`config.mk`:
```
export PLATFORM = sky130hd
export DESIGN_NAME = prio_encoder
export DESIGN_NICKNAME = d
export VERILOG_FILES = /design/src/rtl/prio_encoder_pkg.sv /design/src/rtl/prio_encoder_core.sv /design/src/rtl/prio_encoder.sv
export SDC_FILE = /design/constraint.sdc
export NUM_CORES = 1
export LEC_CHECK = 0
export BUFFER_PORTS_ARGS = -buffer_cell sky130_fd_sc_hd__buf_2
export CAP_MARGIN = 20
export CORE_AREA = 2 2 39 41
export DETAILED_ROUTE_END_ITERATION = 7
export DIE_AREA = 0 0 41 43
export GPL_ROUTABILITY_DRIVEN = 0
export MAX_ROUTING_LAYER = met4
export PLACE_DENSITY = 0.35
export SKIP_CTS_REPAIR_TIMING = 1
export SLEW_MARGIN = 10
export SYNTH_ARGS = -nofsm -noshare
export SYNTH_HDL_FRONTEND = slang
export SYNTH_HIERARCHICAL = 1
export SYNTH_SLANG_ARGS = --single-unit
export TNS_END_PERCENT = 5
```
`constraint.sdc`:
```
create_clock -name clk -period 1.05 [get_ports clk]
set_clock_uncertainty 0.2 [all_clocks]
set_input_delay 0.1575 -clock clk [delete_from_list [all_inputs] [get_ports clk]]
set_output_delay 0.1575 -clock clk [all_outputs]
set_load 0.01 [all_outputs]
```
`src/rtl/prio_encoder_pkg.sv`:
```
// prio_encoder_pkg: shared width defaults and index-width helper for prio_encoder.
package prio_encoder_pkg;
  localparam int DEFAULT_WIDTH = 4;
  function automatic int idx_w(input int w);
    return ($clog2(w) < 1) ? 1 : $clog2(w);
  endfunction
endpackage

```
`src/rtl/prio_encoder_core.sv`:
```
// prio_encoder_core: combinational MSB-first scan giving highest-set index, any-set and (MULTI_DET_EN) two-or-more-set.
module prio_encoder_core #(
  parameter int WIDTH = 4,
  parameter int OUT_W = 2
) (
  input  logic [WIDTH-1:0] in,
  output logic [OUT_W-1:0] idx,
  output logic             any
`ifdef MULTI_DET_EN
  ,
  output logic             many
`endif
);
  always_comb begin
    idx = '0;
    any = 1'b0;
`ifdef MULTI_DET_EN
    many = 1'b0;
`endif
    for (int i = WIDTH - 1; i >= 0; i--) begin
      if (in[i]) begin
`ifdef MULTI_DET_EN
        many = many | any;
`endif
        idx = any ? idx : OUT_W'(i);
        any = 1'b1;
      end
    end
  end
endmodule

```
`src/rtl/prio_encoder.sv`:
```
// prio_encoder: registered priority encoder (highest set bit wins) with capture enable.
// Optional multi (two-or-more bits set) flag built when MULTI_DET_EN is defined.
module prio_encoder
  import prio_encoder_pkg::*;
#(
  parameter  int WIDTH = DEFAULT_WIDTH,
  localparam int OUT_W = idx_w(WIDTH)
) (
  input  logic             clk,
  input  logic             rst_n,
  input  logic             en,
  input  logic [WIDTH-1:0] in,
  output logic [OUT_W-1:0] out,
  output logic             valid
`ifdef MULTI_DET_EN
  ,
  output logic             multi
`endif
);
  logic [OUT_W-1:0] idx;
  logic             any;
`ifdef MULTI_DET_EN
  logic             many;
`endif
  prio_encoder_core #(.WIDTH(WIDTH), .OUT_W(OUT_W)) u_core (
    .in  (in),
    .idx (idx),
    .any (any)
`ifdef MULTI_DET_EN
    ,
    .many(many)
`endif
  );
  always_ff @(posedge clk) begin
    if (!rst_n) begin
      out   <= '0;
      valid <= 1'b0;
    end else if (en) begin
      out   <= idx;
      valid <= any;
    end
  end
`ifdef MULTI_DET_EN
  always_ff @(posedge clk) begin
    if (!rst_n) multi <= 1'b0;
    else if (en) multi <= many;
  end
`endif
endmodule

```
==> impl_metrics.ini, run 1 <==
[drt]
post_drt_wl_per_cell_um = 8.19
wl_um = 352
dr.first_iter.drc_count = 5
postRouteAntennaNets = 0
vias = 136
viasPerCell = 3.16
dr.pass1.iters = 2
remaining_drc_errors = 0

[critical_path]
crit_arrival_ps = 980
endpoint_kind = flop
worstPathCellList = buf_6, or2_1, or3_1, mux2i_1, nor2b_1
path_max_fanout = 2
slowest_stage = or3_1
critPathKind = in -> reg
max_stage_delay_ps = 320
cp.required_ps = 970
startpoint_type = primary input
path_delay_family = simple AND/OR/NAND/NOR gates
path_buf_inv = 1

[clock_tree]
clk_path_buf_depth = 2
numCtsBuffers = 3
clock-root-buffer = clkbuf_4
cts_tree = yes
cts_max_level = 1
clock-sinks = 3
clk_pin_slew_worst_paths_ps = 40
clk_latency_ps = 230

[timing]
holdWs_ps = 68.0
hold_viol = 0
rsz0062_at_grt = yes
period_share = 1.01
period_needed_ps = 1070
finalSetupViolCount = 1
fmax_mhz = 938
max_slew.worst_pin.slew_ps = 142
max_slew_margin = 0.903
final_max_slew_viol_count = 0
setup_slack_ps = -15.6

[grt]
grt_pass1_vias = 122
grt-ovfl-total = 0
globalRouteTotalUtil = 0.0513
antenna_found_initial = 0
use_met3 = 0.0681
grt_busiest_layer = met3
grt_pass1_wl_um = 483
grt_max_degree = 4
gr-usage-met2 = 0.0313
grt_util_met1 = 0.0575

[synthesis]
ys_ff_latch = 3
synthCells = 13
ys_types = 7
synth_fa_ha_area_frac = 0
synth_top_family_by_area = simple AND/OR/NAND/NOR gates
synth-xor-area-share = 0
ys_warn_count = 6
synthMuxAreaShare = 0.226
synth_compound_area_frac = 0.0566
avgSynthCellArea_um2 = 10.2
synth_area_um2 = 133
yosys.area_share.simple = 0.236
syn_nets = 20
ys_seq_area_frac = 0.453

[pwr]
swShare = 0.213
vdd_drop_max_v = 0.000363
power_density_mw_per_mm2 = 1510
pwr-share-seq = 0.337
p_total_uw = 384
power.net_switching_uw = 82.0
internal_power_uw = 302
combinationalPowerShare = 0.148
clkPwrFrac = 0.515
power.leakage_nw = 0.126

[job]
drv_cap = 0

[final_layout]
layout.nets = 35
drive_gt1_frac = 0.519
synthToLayoutAreaGrowth_pct = 92.5
fin_cells = 43
diodes = 0

[die]
die_width_um = 41
die_h_um = 43
start_util = 0.0958
dieArea_mm2 = 0.00176
fp-row-count = 14
ios = 10
fp.coreArea_mm2 = 0.00138

[placement]
post-place-ws_ps = -266
dp_cells = 38
port_buffers = 9

[worst_hold_path]
worstHoldPathType = in -> reg

[status]
status = complete, but fails checks
failed_checks = setup timing
per-stage QoR:
stage	TNS [ps]	util	instance area [um2]
floorplan	-107	-	133
detailed placement	-266	0.143	198
CTS	-28.0	0.162	224
finish	-15.6	0.184	255
global route	-120	0.184	255
global placement	-267	0.143	198
cell usage after synthesis, drive strengths merged:
library cell | n | area (um2)
or3 | 1 | 6.26
or2 | 1 | 6.26
inv | 1 | 3.75
nor2b | 3 | 18.8
dfxtp | 3 | 60.1
a21o | 1 | 7.51
mux2i | 3 | 30.0
worst reg2reg max path, delay by kind of cell, from the launching register on:
kind / cells / cell delay [ps]
multiplexers: 1 / 140
AND/OR/NAND/NOR: 1 / 70
flip-flops: 1 / 310
cell families (layout without fill, tap and decap cells):
logic type,after synthesis,in the layout
flops,3,3
buf+inv,1,15
mux,3,3
compound gates,1,1
simple gates,5,5
layer usage:
metal  vias up  part of all wire
li1         71                 -
met1        53              0.51
met2        10              0.28
met3         2              0.18
met4         0             0.014
met5         -                 0
layout make-up:
| class | instances | area (um2) |
|---|---|---|
| fill | 148 | 1130 |
| timing repair buffer | 10 | 73.8 |
| tap | 16 | 20.0 |
| clock buffer | 4 | 26.3 |
| sequential | 3 | 62.6 |
| inverter | 1 | 3.75 |
| multi-input combinational | 9 | 68.8 |
cells in the final DEF (no fill, tap or decap):
master	n
dfxtp_2	2
buf_6	3
clkbuf_1	1
dfxtp_1	1
a21o_1	1
or2_1	1
clkbuf_4	3
or3_1	1
mux2i_1	3
inv_1	1
nor2b_1	3
buf_2	6
dlygate4sd3_1	1
sequential cells by signal (all words and copies together) (netlist names):
register and flops:
out 2, valid 1
power by group through the flow:
stage	Combinational, mW	Clock (mW)	Sequential [mW]
final	0.0570	0.198	0.130
after global routing	0.0629	0.224	0.130
after CTS	0.0472	0.211	0.128
after detailed placement	0.0472	0	0.129
after global placement	0.0462	0	0.129
after floorplan	0.0175	0	0.133
worst paths after layout:
path,start,end,slack [ps],cells past startpoint
max,in[2],valid,-20,5
min,en,valid,70,3
max reg2reg,out[0],out[0],220,2
min reg2reg,out[1],out[1],320,2
(Power assumes the default switching activity.)
==> inputs of run 2 (changes only) <==
- CTS_BUF_LIST: unset -> sky130_fd_sc_hd__clkbuf_16
==> impl_metrics.ini, run 2 (synthesis gave the netlist of run 1 again) <==
[job]
drv_cap = 0

[timing]
holdWs_ps = -25.2
fmax_mhz = 939
max_slew.worst_pin.slew_ps = 146
final_max_slew_viol_count = 0
setup_slack_ps = -15.4
rsz0062_at_grt = yes
max_slew_margin = 0.900
period_share = 1.01
period_needed_ps = 1070
finalSetupViolCount = 1
hold_viol = 3

[critical_path]
regToRegSetupSlack_ps = 220
path_max_fanout = 2
cp.required_ps = 960
reg2regPathDepth = 2
critPathKind = in -> reg
timing.rr.end = out[0]
startpoint_type = primary input
crit_arrival_ps = 980
endpoint_kind = flop
worst_r2r_startpoint = out[0]

[drt]
remaining_drc_errors = 0
dr.first_iter.drc_count = 2
dr.pass1.iters = 2
wl_um = 378
postRouteAntennaNets = 0
post_drt_wl_per_cell_um = 9.00
viasPerCell = 3.26
vias = 137

[final_layout]
diodes = 0
final_util = 0.211
layout_common_cells = buf_2 (7), mux2i_1 (3), nor2b_1 (3), clkbuf_16 (3)
drive_gt1_frac = 0.538
multi_input_area_um2 = 68.8
mostFrequentLayoutCell = buf_2
final_area_um2 = 292
seq_area_um2 = 62.6
synthToLayoutAreaGrowth_pct = 120
largest_reg_flops = 2
largestRegisters = out x2, valid x1
nFillCells = 148
top_register = out
layout.nets = 34

[grt]
antenna_found_initial = 0
grt_pass1_vias = 136
grt-ovfl-total = 0
globalRouteTotalUtil = 0.0544
grt_max_degree = 4
grt_pass1_wl_um = 517

[clock_tree]
clk_path_buf_depth = 2
clock-sinks = 3
numCtsBuffers = 3
clock-root-buffer = clkbuf_16
cts_max_level = 1
cts_tree = yes
clk_latency_ps = 220
clk_pin_slew_worst_paths_ps = 30

[pwr]
power_density_mw_per_mm2 = 2650
power.leakage_nw = 0.148
vdd_drop_max_v = 0.000666

[status]
status = complete, but fails checks
failed_checks = hold timing, setup timing

[placement]
place_area_um2 = 198
post-place-ws_ps = -266
port_buffers = 9

[die]
dieArea_mm2 = 0.00176
fp.coreArea_mm2 = 0.00138
die_h_um = 43
fp-row-count = 14
start_util = 0.0958
die_width_um = 41
ios = 10

[worst_hold_path]
worstHoldPathType = in -> reg
min_from = rst_n
hold_depth = 2
hold_path_end = valid
[run 2: cell count changes in the layout (fill, tap and decap cells not counted)]
cell | before | now
buf_6 | 3 | 2
clkbuf_4 | 3 | 0
clkbuf_16 | 0 | 3
clkbuf_1 | 1 | 0
dlygate4sd3_1 | 1 | 0
inv_1 | 1 | 2
buf_2 | 6 | 7
[run 2: worst max path at each step]
stage,from,end,depth (start not counted)
final,in[2],valid,5
after global routing,in[2],valid,5
after CTS,in[2],valid,5
after detailed placement,in[2],valid,5
after global placement,in[2],valid,5
after floorplan,in[2],valid,4
[run 2: cell type report]
type / instances / area share
Clock buffer: 3 / 0.258
Clock inverter: 1 / 0.0129
Inverter: 1 / 0.0129
Multi-Input combinational cell: 9 / 0.236
Sequential cell: 3 / 0.215
Tap cell: 16 / 0.0687
Timing Repair Buffer: 9 / 0.197
[run 2: metal layers]
metal | vias up | track usage | part of all wire
met5 | - | - | 0
met4 | 0 | 0.0600 | 0.045
met3 | 4 | 0.0681 | 0.20
met2 | 12 | 0.0406 | 0.29
met1 | 53 | 0.0573 | 0.46
li1 | 68 | - | -
[run 2: stage by stage]
stage                     TNS, ps  instances  hold WS [ps]  total power, mW
after floorplan              -107         13          85.7            0.151
after global placement       -267         38           190            0.175
after detailed placement     -266         38           197            0.177
after CTS                   -36.4         42         -18.6            0.773
after global routing         -119         42          8.63            0.801
final                       -15.4         42         -25.2            0.771
[run 2: worst max-delay path, cell delays in order]
cell	delay [ps]
buf_6	90
or2_1	220
or3_1	310
mux2i_1	140
nor2b_1	60
[run 2: report_power, final]
group | internal [mW] | total (mW) | switching, mW
Sequential | 0.125 | 0.129 | 0.00447
Clock | 0.491 | 0.591 | 0.100
Combinational | 0.0303 | 0.0513 | 0.0210
